===== src/rtl/sync_pkg.sv =====
// rtl/sync_pkg.sv - shared state encoding and default timing constants for the trigger scheduler
package sync_pkg;

    typedef enum logic [2:0] {
        IDLE            = 3'd0,
        WAIT_OPTO       = 3'd1,
        WAIT_OPEN       = 3'd2,
        TRIGGER_PROLONG = 3'd3,
        HOLDOFF_ST      = 3'd4
    } state_t;

    localparam int FG_DELAY_DEFAULT    = 400_000;
    localparam int TRIGGER_LEN_DEFAULT = 100;
    localparam int OPTO_TIMEOUT        = 1_000_000;
    localparam int HOLDOFF             = 1000;

endpackage


===== src/rtl/sync_rr_arbiter.sv =====
// rtl/sync_rr_arbiter.sv - combinational round-robin pick starting after the last granted index
module sync_rr_arbiter #(
    parameter int N_REQ = 4,
    parameter int IDX_W = $clog2(N_REQ)
) (
    input  logic [N_REQ-1:0] req,
    input  logic [IDX_W-1:0] last,
    output logic [N_REQ-1:0] winner,
    output logic             valid
);

    // First pass covers indices above the pointer, second pass wraps around to the rest.
    always_comb begin
        winner = '0;
        valid  = 1'b0;
        for (int i = 0; i < N_REQ; i++) begin
            if (!valid && req[i] && (i > int'(last))) begin
                winner[i] = 1'b1;
                valid     = 1'b1;
            end
        end
        for (int i = 0; i < N_REQ; i++) begin
            if (!valid && req[i] && (i <= int'(last))) begin
                winner[i] = 1'b1;
                valid     = 1'b1;
            end
        end
    end

endmodule


===== src/rtl/sync_trigger_scheduler.sv =====
// rtl/sync_trigger_scheduler.sv - shared frame-grabber trigger sequencer with round-robin requesters
module sync_trigger_scheduler #(
    parameter int N_REQ               = 4,
    parameter int CNT_W               = 32,
    parameter int FG_DELAY_DEFAULT    = sync_pkg::FG_DELAY_DEFAULT,
    parameter int TRIGGER_LEN_DEFAULT = sync_pkg::TRIGGER_LEN_DEFAULT,
    parameter int OPTO_TIMEOUT        = sync_pkg::OPTO_TIMEOUT,
    parameter int HOLDOFF             = sync_pkg::HOLDOFF
) (
    input  logic                     clock,
    input  logic                     reset_n,
    input  logic [N_REQ-1:0]         req,
    input  logic                     abort,
    input  logic                     fg_signal,
    input  logic                     cfg_wr,
    input  logic [$clog2(N_REQ)-1:0] cfg_sel,
    input  logic [CNT_W-1:0]         cfg_delay,
    input  logic [CNT_W-1:0]         cfg_len,
    output logic [N_REQ-1:0]         grant,
    output logic                     output_trigger,
    output logic                     done,
    output logic                     timeout,
    output logic                     busy,
    output logic [2:0]               scenario_state
);
    import sync_pkg::*;

    localparam int IDX_W = $clog2(N_REQ);
    localparam logic [CNT_W:0] TO_LIM = (CNT_W+1)'(OPTO_TIMEOUT);
    localparam logic [CNT_W:0] HO_LIM = (CNT_W+1)'(HOLDOFF);
    localparam logic [CNT_W:0] ONE    = (CNT_W+1)'(1);

    state_t state, state_n;

    logic [CNT_W-1:0] delay_reg [N_REQ];
    logic [CNT_W-1:0] len_reg   [N_REQ];
    logic [CNT_W-1:0] work_delay, work_len, cnt, cnt_n;
    logic [CNT_W:0]   cnt_p1;
    logic [IDX_W-1:0] last, win_idx;
    logic [N_REQ-1:0] arb_winner, grant_n;
    logic             arb_valid, latch, trig_n, done_n, timeout_n, do_abort;
    logic             fg_s1, fg_s2, fg_s3, opto_rise;

    sync_rr_arbiter #(.N_REQ(N_REQ), .IDX_W(IDX_W)) u_arb (
        .req    (req),
        .last   (last),
        .winner (arb_winner),
        .valid  (arb_valid)
    );

    always_comb begin
        win_idx = '0;
        for (int i = 0; i < N_REQ; i++) begin
            if (arb_winner[i]) win_idx = IDX_W'(i);
        end
    end

    // Two-stage synchronizer plus a registered rise pulse; only a fresh 0->1 transition counts.
    always_ff @(posedge clock or negedge reset_n) begin
        if (!reset_n) begin
            fg_s1     <= 1'b0;
            fg_s2     <= 1'b0;
            fg_s3     <= 1'b0;
            opto_rise <= 1'b0;
        end else begin
            fg_s1     <= fg_signal;
            fg_s2     <= fg_s1;
            fg_s3     <= fg_s2;
            opto_rise <= fg_s2 & ~fg_s3;
        end
    end

    always_ff @(posedge clock or negedge reset_n) begin
        if (!reset_n) begin
            for (int i = 0; i < N_REQ; i++) begin
                delay_reg[i] <= CNT_W'(FG_DELAY_DEFAULT);
                len_reg[i]   <= CNT_W'(TRIGGER_LEN_DEFAULT);
            end
        end else if (cfg_wr && (int'(cfg_sel) < N_REQ)) begin
            delay_reg[cfg_sel] <= cfg_delay;
            len_reg[cfg_sel]   <= cfg_len;
        end
    end

    assign cnt_p1   = {1'b0, cnt} + ONE;
    assign do_abort = abort && ((state == WAIT_OPTO) || (state == WAIT_OPEN) ||
                                (state == TRIGGER_PROLONG));

    always_comb begin
        state_n   = state;
        cnt_n     = cnt_p1[CNT_W-1:0];
        grant_n   = grant;
        trig_n    = output_trigger;
        done_n    = 1'b0;
        timeout_n = 1'b0;
        latch     = 1'b0;
        if (do_abort) begin
            state_n = HOLDOFF_ST;
            cnt_n   = '0;
            grant_n = '0;
            trig_n  = 1'b0;
        end else begin
            case (state)
                IDLE: begin
                    cnt_n   = '0;
                    grant_n = '0;
                    trig_n  = 1'b0;
                    if (arb_valid) begin
                        state_n = WAIT_OPTO;
                        grant_n = arb_winner;
                        latch   = 1'b1;
                    end
                end
                WAIT_OPTO: begin
                    // The opto edge is checked before the timeout so it wins a tie.
                    if (opto_rise) begin
                        cnt_n = '0;
                        if (work_delay != '0) begin
                            state_n = WAIT_OPEN;
                        end else begin
                            state_n = TRIGGER_PROLONG;
                            trig_n  = 1'b1;
                        end
                    end else if (cnt_p1 >= TO_LIM) begin
                        state_n   = HOLDOFF_ST;
                        cnt_n     = '0;
                        grant_n   = '0;
                        timeout_n = 1'b1;
                    end
                end
                WAIT_OPEN: begin
                    if (cnt_p1 >= {1'b0, work_delay}) begin
                        state_n = TRIGGER_PROLONG;
                        cnt_n   = '0;
                        trig_n  = 1'b1;
                    end
                end
                TRIGGER_PROLONG: begin
                    if (cnt_p1 >= {1'b0, work_len}) begin
                        state_n = HOLDOFF_ST;
                        cnt_n   = '0;
                        grant_n = '0;
                        trig_n  = 1'b0;
                        done_n  = 1'b1;
                    end
                end
                HOLDOFF_ST: begin
                    if (cnt_p1 >= HO_LIM) begin
                        state_n = IDLE;
                        cnt_n   = '0;
                    end
                end
                default: begin
                    state_n = IDLE;
                    cnt_n   = '0;
                    grant_n = '0;
                    trig_n  = 1'b0;
                end
            endcase
        end
    end

    always_ff @(posedge clock or negedge reset_n) begin
        if (!reset_n) begin
            state          <= IDLE;
            cnt            <= '0;
            last           <= IDX_W'(N_REQ - 1);
            work_delay     <= '0;
            work_len       <= '0;
            grant          <= '0;
            output_trigger <= 1'b0;
            done           <= 1'b0;
            timeout        <= 1'b0;
            busy           <= 1'b0;
        end else begin
            state          <= state_n;
            cnt            <= cnt_n;
            grant          <= grant_n;
            output_trigger <= trig_n;
            done           <= done_n;
            timeout        <= timeout_n;
            busy           <= (state_n != IDLE);
            if (latch) begin
                last       <= win_idx;
                work_delay <= delay_reg[win_idx];
                work_len   <= (len_reg[win_idx] == '0) ? CNT_W'(1) : len_reg[win_idx];
            end
        end
    end

    assign scenario_state = state;

endmodule


===== config.mk =====
export PLATFORM = sky130hd
export DESIGN_NAME = sync_trigger_scheduler
export DESIGN_NICKNAME = d
export VERILOG_FILES = /design/src/rtl/sync_pkg.sv /design/src/rtl/sync_rr_arbiter.sv /design/src/rtl/sync_trigger_scheduler.sv
export SDC_FILE = /design/constraint.sdc
export NUM_CORES = 1
export LEC_CHECK = 0
export CAP_MARGIN = 20
export CORE_UTILIZATION = 53
export DETAILED_ROUTE_END_ITERATION = 8
export PLACE_DENSITY = 0.71
export SLEW_MARGIN = 5
export SYNTH_ARGS = -nofsm -noshare
export SYNTH_HDL_FRONTEND = slang
export SYNTH_SLANG_ARGS = --single-unit

===== constraint.sdc =====
create_clock -name clock -period 12.05 [get_ports clock]
set_clock_uncertainty 0.05 [all_clocks]
set_input_delay 1.8075 -clock clock [delete_from_list [all_inputs] [get_ports clock]]
set_output_delay 1.8075 -clock clock [all_outputs]
set_load 0.05 [all_outputs]

; Yosys cells after proc, flatten, opt, wreduce, memory -nomap -nowiden
; Index checks and enable logic that the tools add are counted.
; Widths: inputs -> output; s select.
[op_classes]
n_lt_le_gt_ge = 13
reduce_logical = 29
bitwise_logic = 4
n_mux = 65
eq_ne = 12
add_sub_neg = 1
[ops]
columns = operator, count
row1 = $mux 32, 12
row2 = $bwmux 128, 2
row3 = $bmux 32 s2, 2
row4 = $pmux 32 s4, 1
row5 = $ge 33x32->1, 2
row6 = $demux 32 s2, 1
row7 = $add 32x1->33 const B, 1
row8 = $ge 33x10->1 const B, 1
row9 = $ge 33x20->1 const B, 1
row10 = $logic_not 32->1, 1
row11 = $reduce_bool 32->1, 1
row12 = $mux 1, 30
row13 = $mux 3, 7
row14 = $mux 4, 5
row15 = $pmux 4 s4, 1
row16 = $pmux 3 s5, 1
row17 = $logic_and 1x1->1, 14
row18 = $ne 3x2->1 const B, 3
row19 = $ne 3x3->1 const B, 3
row20 = $eq 3x2->1 const B, 2
row21 = $ge 3x3->1 const B, 2
row22 = $logic_not 1->1, 6
row23 = $not 2->3, 2
row24 = $reduce_and 5->1, 1
row25 = 18 further kinds, 22
[word_totals]
input_bits = 75
output_inout_bits = 11
regBits = 369

; Logic depth before layout (Yosys ltp)
[depth]
word_depth = 33
mapped_depth = 19
mapped_depth_nobuf = 17

; Cells and area by module
; From an unflattened synthesis, not the netlist that was laid out.
[hier_totals]
hier_cells = 1715
area_unflattened_um2 = 18427.7
[modules_own_cells]
columns = mod, cells_per_inst, area_per_inst_um2, n_inst
row1 = sync_trigger_scheduler, 1698, 18328.8, 1
row2 = sync_rr_arbiter, 17, 98.8, 1

; Worst setup path before layout
; No wires, ideal clock.
[synth_path]
kind = reg2reg
start = reg cnt[8]
end = reg busy
arrival_ns = 3.838
period_less_slack_ns = 4.027
setup_ns = 0.139
path_buffers = 2
setup_slack_ns = 8.023
stages_incl_launch_ff = 17
cell_sequence = dfrtp_1 buf_4 nand3_2 or3_1 buf_2 o31ai_1 nand2_1 ha_1 nand4_1 nor4_1 o21ai_0 a31oi_1 nor4_1 o21ai_0 o21ai_0 a211o_1 or4b_1
[synth_via]
elab_chain_len = 7
[synth_lines]
columns = element, line
row1 = from (decl), sync_trigger_scheduler.sv:37  ; logic [CNT_W-1:0] work_delay, work_len, cnt, cnt_n;
row2 = from (signal assigned), sync_trigger_scheduler.sv:177  ; cnt <= cnt_n;
row3 = $add 32x1->33 *, sync_trigger_scheduler.sv:85  ; assign cnt_p1 = {1'b0, cnt} + ONE;
row4 = $ge 33x20->1, sync_trigger_scheduler.sv:124  ; end else if (cnt_p1 >= TO_LIM) begin
row5 = $mux 3, sync_trigger_scheduler.sv:124
row6 = $mux 3, sync_trigger_scheduler.sv:116  ; if (opto_rise) begin
row7 = $pmux 3 s5 *, sync_trigger_scheduler.sv:103  ; case (state)
row8 = $mux 3 *, sync_trigger_scheduler.sv:97  ; if (do_abort) begin
row9 = named net state_n[0], sync_trigger_scheduler.sv:33  ; state_t state, state_n;
row10 = $reduce_bool 3->1 *, sync_trigger_scheduler.sv:182  ; busy <= (state_n != IDLE);
row11 = to (signal assigned), sync_trigger_scheduler.sv:182
row12 = to (decl), sync_trigger_scheduler.sv:23  ; output logic busy,
; The timed path passes the listed nets; every way through them passes the cells marked *.
; A chain may end at the register's enable or synchronous reset.

; Worst setup path after layout
[layout_path]
start = reg cnt[0]
end = reg busy
; Same word-level chain as after synthesis.

==> impl_metrics.py <==
metrics = {
    "clock_tree": {
        "h-tree-depth": 2,
        "clockBufferDepth": 3,
        "clkTransAtPathRegs_ns": 0.06,
        "postCtsSetupRepairBufs": 0,
        "ctsResizeCount": 0,
        "root_buffer": "clkbuf_16",
        "cts-buffers-inserted": 39,
        "cts_tree": "yes",
        "cts_sinks": 369,
        "worstSkewPairLatency_ns": 0.54,
        "postCtsHoldBufs": 0,
    },
    "worst_setup_path": {
        "critPathTopFamily": "compound AO/OA/AOI/OAI gates",
        "max_stage_delay_ns": 0.56,
        "crit_buf_inv": 0,
        "required_ns": 12.39,
        "crit_path_frequent_cell": "o21ai_0",
        "cp_max_fo": 9,
        "cp_cell_sequence": "ha_1 > nand2_1 > o31ai_1 > nand2_1 > ha_1 > nand4_1 > nor4_1 > o21ai_0 > a31oi_1 > nor4_1 > o21ai_0 > o21ai_0 > a211o_1 > or4b_1",
        "critical-path-slowest-cell": "dfrtp_1",
        "r2r_setup_slack_ns": 7.04,
        "cp.arrival_ns": 5.35,
        "end_kind": "flop",
        "r2r_cells": 14,
        "r2r-end": "busy",
        "critPathKind": "reg2reg",
        "startpoint_type": "flop",
        "timing.rr.start": "cnt[0]",
        "critical_path_depth": 14,
    },
    "finish": {
        "utilization": 0.614,
        "fin_cells": 2156,
        "fill_cells": 2699,
        "drive_gt1_frac": 0.227,
        "area_delta_synth_final_pct": 14.1,
        "n_antenna_cell": 0,
        "fin_nets": 1818,
    },
    "synth": {
        "synthCells": 1628,
        "ys.flop_type": "dfrtp_1",
        "syn-cell-area_mm2": 0.0181,
        "syn_nets": 1767,
        "synth_seq_cells": 369,
        "synth_edf_count": 0,
        "ys_seq_area_frac": 0.514,
        "ys_types": 69,
        "avgSynthCellArea_um2": 11.1,
        "yosys_warnings": 0,
        "async_flop_share": 1.00,
    },
    "timing": {
        "slew_viol_final": 0,
        "fin_crit_ns": 5.01,
        "tns_ns": 0,
        "finalSetupViolCount": 0,
        "relSlewSlack": 0.273,
        "hold_viol": 0,
        "worst_pin_slew_ns": 1.09,
        "rsz0062_at_grt": "no",
        "max_freq_mhz": 200,
        "whs_ns": 0.303,
        "fin_crit_sh": 0.416,
    },
    "floorplanning": {
        "row_count": 67,
        "die_x_um": 187,
        "dieArea_mm2": 0.0348,
        "die_y_um": 187,
        "core-area_mm2": 0.0335,
        "num_io_pins": 86,
        "start_util": 0.539,
    },
    "placed_design": {
        "io_buffers": 85,
        "place_inst": 2086,
        "detailed_place_hpwl_um": 28400,
        "gp_congestion": 0.919,
    },
    "route": {
        "wirelength_um": 43300,
        "drtAntennaViolNets": 0,
        "firstDrtPassIters": 5,
        "routedWlPerCell_um": 20.1,
        "via_per_inst": 5.97,
        "num_vias": 12862,
        "drc_errors": 0,
        "drt_iter0_markers": 1070,
    },
    "hold_path": {
        "whs_path_depth": 0,
        "hp-class": "reg2reg",
        "min_to": "fg_s2",
        "hp-start": "fg_s1",
    },
    "power_and_ir_drop": {
        "vdd_drop_max_mv": 0.162,
        "total_leakage_power_nw": 9.09,
        "finalPower_mw": 4.17,
        "powerDensity_mw_per_mm2": 203,
    },
    "job": {
        "cap_violations": 0,
    },
    "status": {
        "status": "finished clean",
    },
    "global_routing": {
        "grt.total_usage": 0.252,
        "antenna_found_initial": 1,
        "grt_max_degree": 188,
        "overflow": 0,
        "grt_pass1_vias": 12822,
        "grt_pass1_wl_um": 70000,
    },
}
[cells in the final DEF, fill, tap and decap left out, types with 16 or more instances in the layout]
cell             count
a211oi_1            51
dfstp_2             38
nand3_1             32
o22ai_1             39
ha_1                64
nor4_1              25
mux2i_1             25
dfrtp_1            331
o21ai_0             61
clkbuf_16           41
nand4_1             24
nor2_1              88
xnor2_1             16
a31oi_1             37
inv_1               93
nand2_1            149
mux2_2             256
clkdlybuf4s50_1     84
a21oi_1             57
[final cells by class]
type / count / area, um^2 / share of cell area
multi-input cells: 1075 / 8120 / 0.394
well taps: 448 / 561 / 0.0272
flip-flops and latches: 369 / 9280 / 0.451
clock inverters: 4 / 60.1 / 0.00292
clock buffers: 66 / 1240 / 0.0602
inverters: 93 / 349 / 0.0169
repair buffers: 101 / 988 / 0.0480
[worst register-to-register path, delay by kind of cell, from the launching register on]
family / cells / cell delay, ns
adders and majority gates: 2 / 0.74
AOI/OAI and AO/OA: 6 / 1.85
and+or+nand+nor: 6 / 1.68
DFF: 1 / 0.56
[kinds of logic after synthesis]
group,count (synthesis),synth area share
muxes,281,0.173
and+or+nand+nor,391,0.102
adders and majority gates,64,0.0443
buffers and inverters,184,0.0401
xor gates and xnor gates,28,0.0143
AOI/OAI and AO/OA,311,0.112
DFF,369,0.514
[stage by stage]
stage                     setup WS, ns  instance area [um^2]
final                             7.04                 20600
after global routing              6.67                 20600
after detailed placement          6.55                 19300
after CTS                         7.09                 20600
after floorplan                   8.02                 18100
after global placement            6.70                 19300
[cells in the mapped netlist (24+ instances only)]
master / count / share of area
mux2_2: 256 / 0.16
a31oi_1: 37 / 0.013
a211oi_1: 51 / 0.021
mux2i_1: 25 / 0.014
dfrtp_1: 331 / 0.46
dfstp_2: 38 / 0.055
nand3_1: 33 / 0.0091
a21oi_1: 57 / 0.016
ha_1: 64 / 0.044
inv_1: 93 / 0.019
o21ai_0: 62 / 0.017
nor2_1: 88 / 0.018
nand2_1: 150 / 0.031
nand4_1: 24 / 0.0083
o22ai_1: 39 / 0.014
nor4_1: 25 / 0.0087
clkbuf_1: 80 / 0.017
[worst max-delay path by stage]
stage                   to  startpoint
3_5_place_dp   work_len[0]      req[3]
5_1_grt               busy      cnt[8]
4_1_cts        work_len[0]      req[3]
6_report              busy      cnt[0]
2_1_floorplan         busy      cnt[8]
3_3_place_gp   work_len[0]      req[3]
[per-layer routing]
| metal | global-route usage | wire length, um | vias up | part of all wire |
|---|---|---|---|---|
| li1 | - | - | 5964 | - |
| met1 | 0.342 | 19100 | 6482 | 0.44 |
| met2 | 0.407 | 20500 | 329 | 0.47 |
| met3 | 0.0450 | 2360 | 85 | 0.054 |
| met4 | 0.0902 | 1420 | 2 | 0.033 |
| met5 | 0 | 13 | - | 0.00030 |
[power breakdown]
part | switching, mW | total [mW] | leakage [nW] | internal, mW
Clock | 0.481 | 1.20 | 0.639 | 0.722
Sequential | 0.159 | 1.71 | 4.41 | 1.55
Combinational | 0.775 | 1.26 | 4.04 | 0.486
Note: power is estimated with default switching activity, not from simulation.
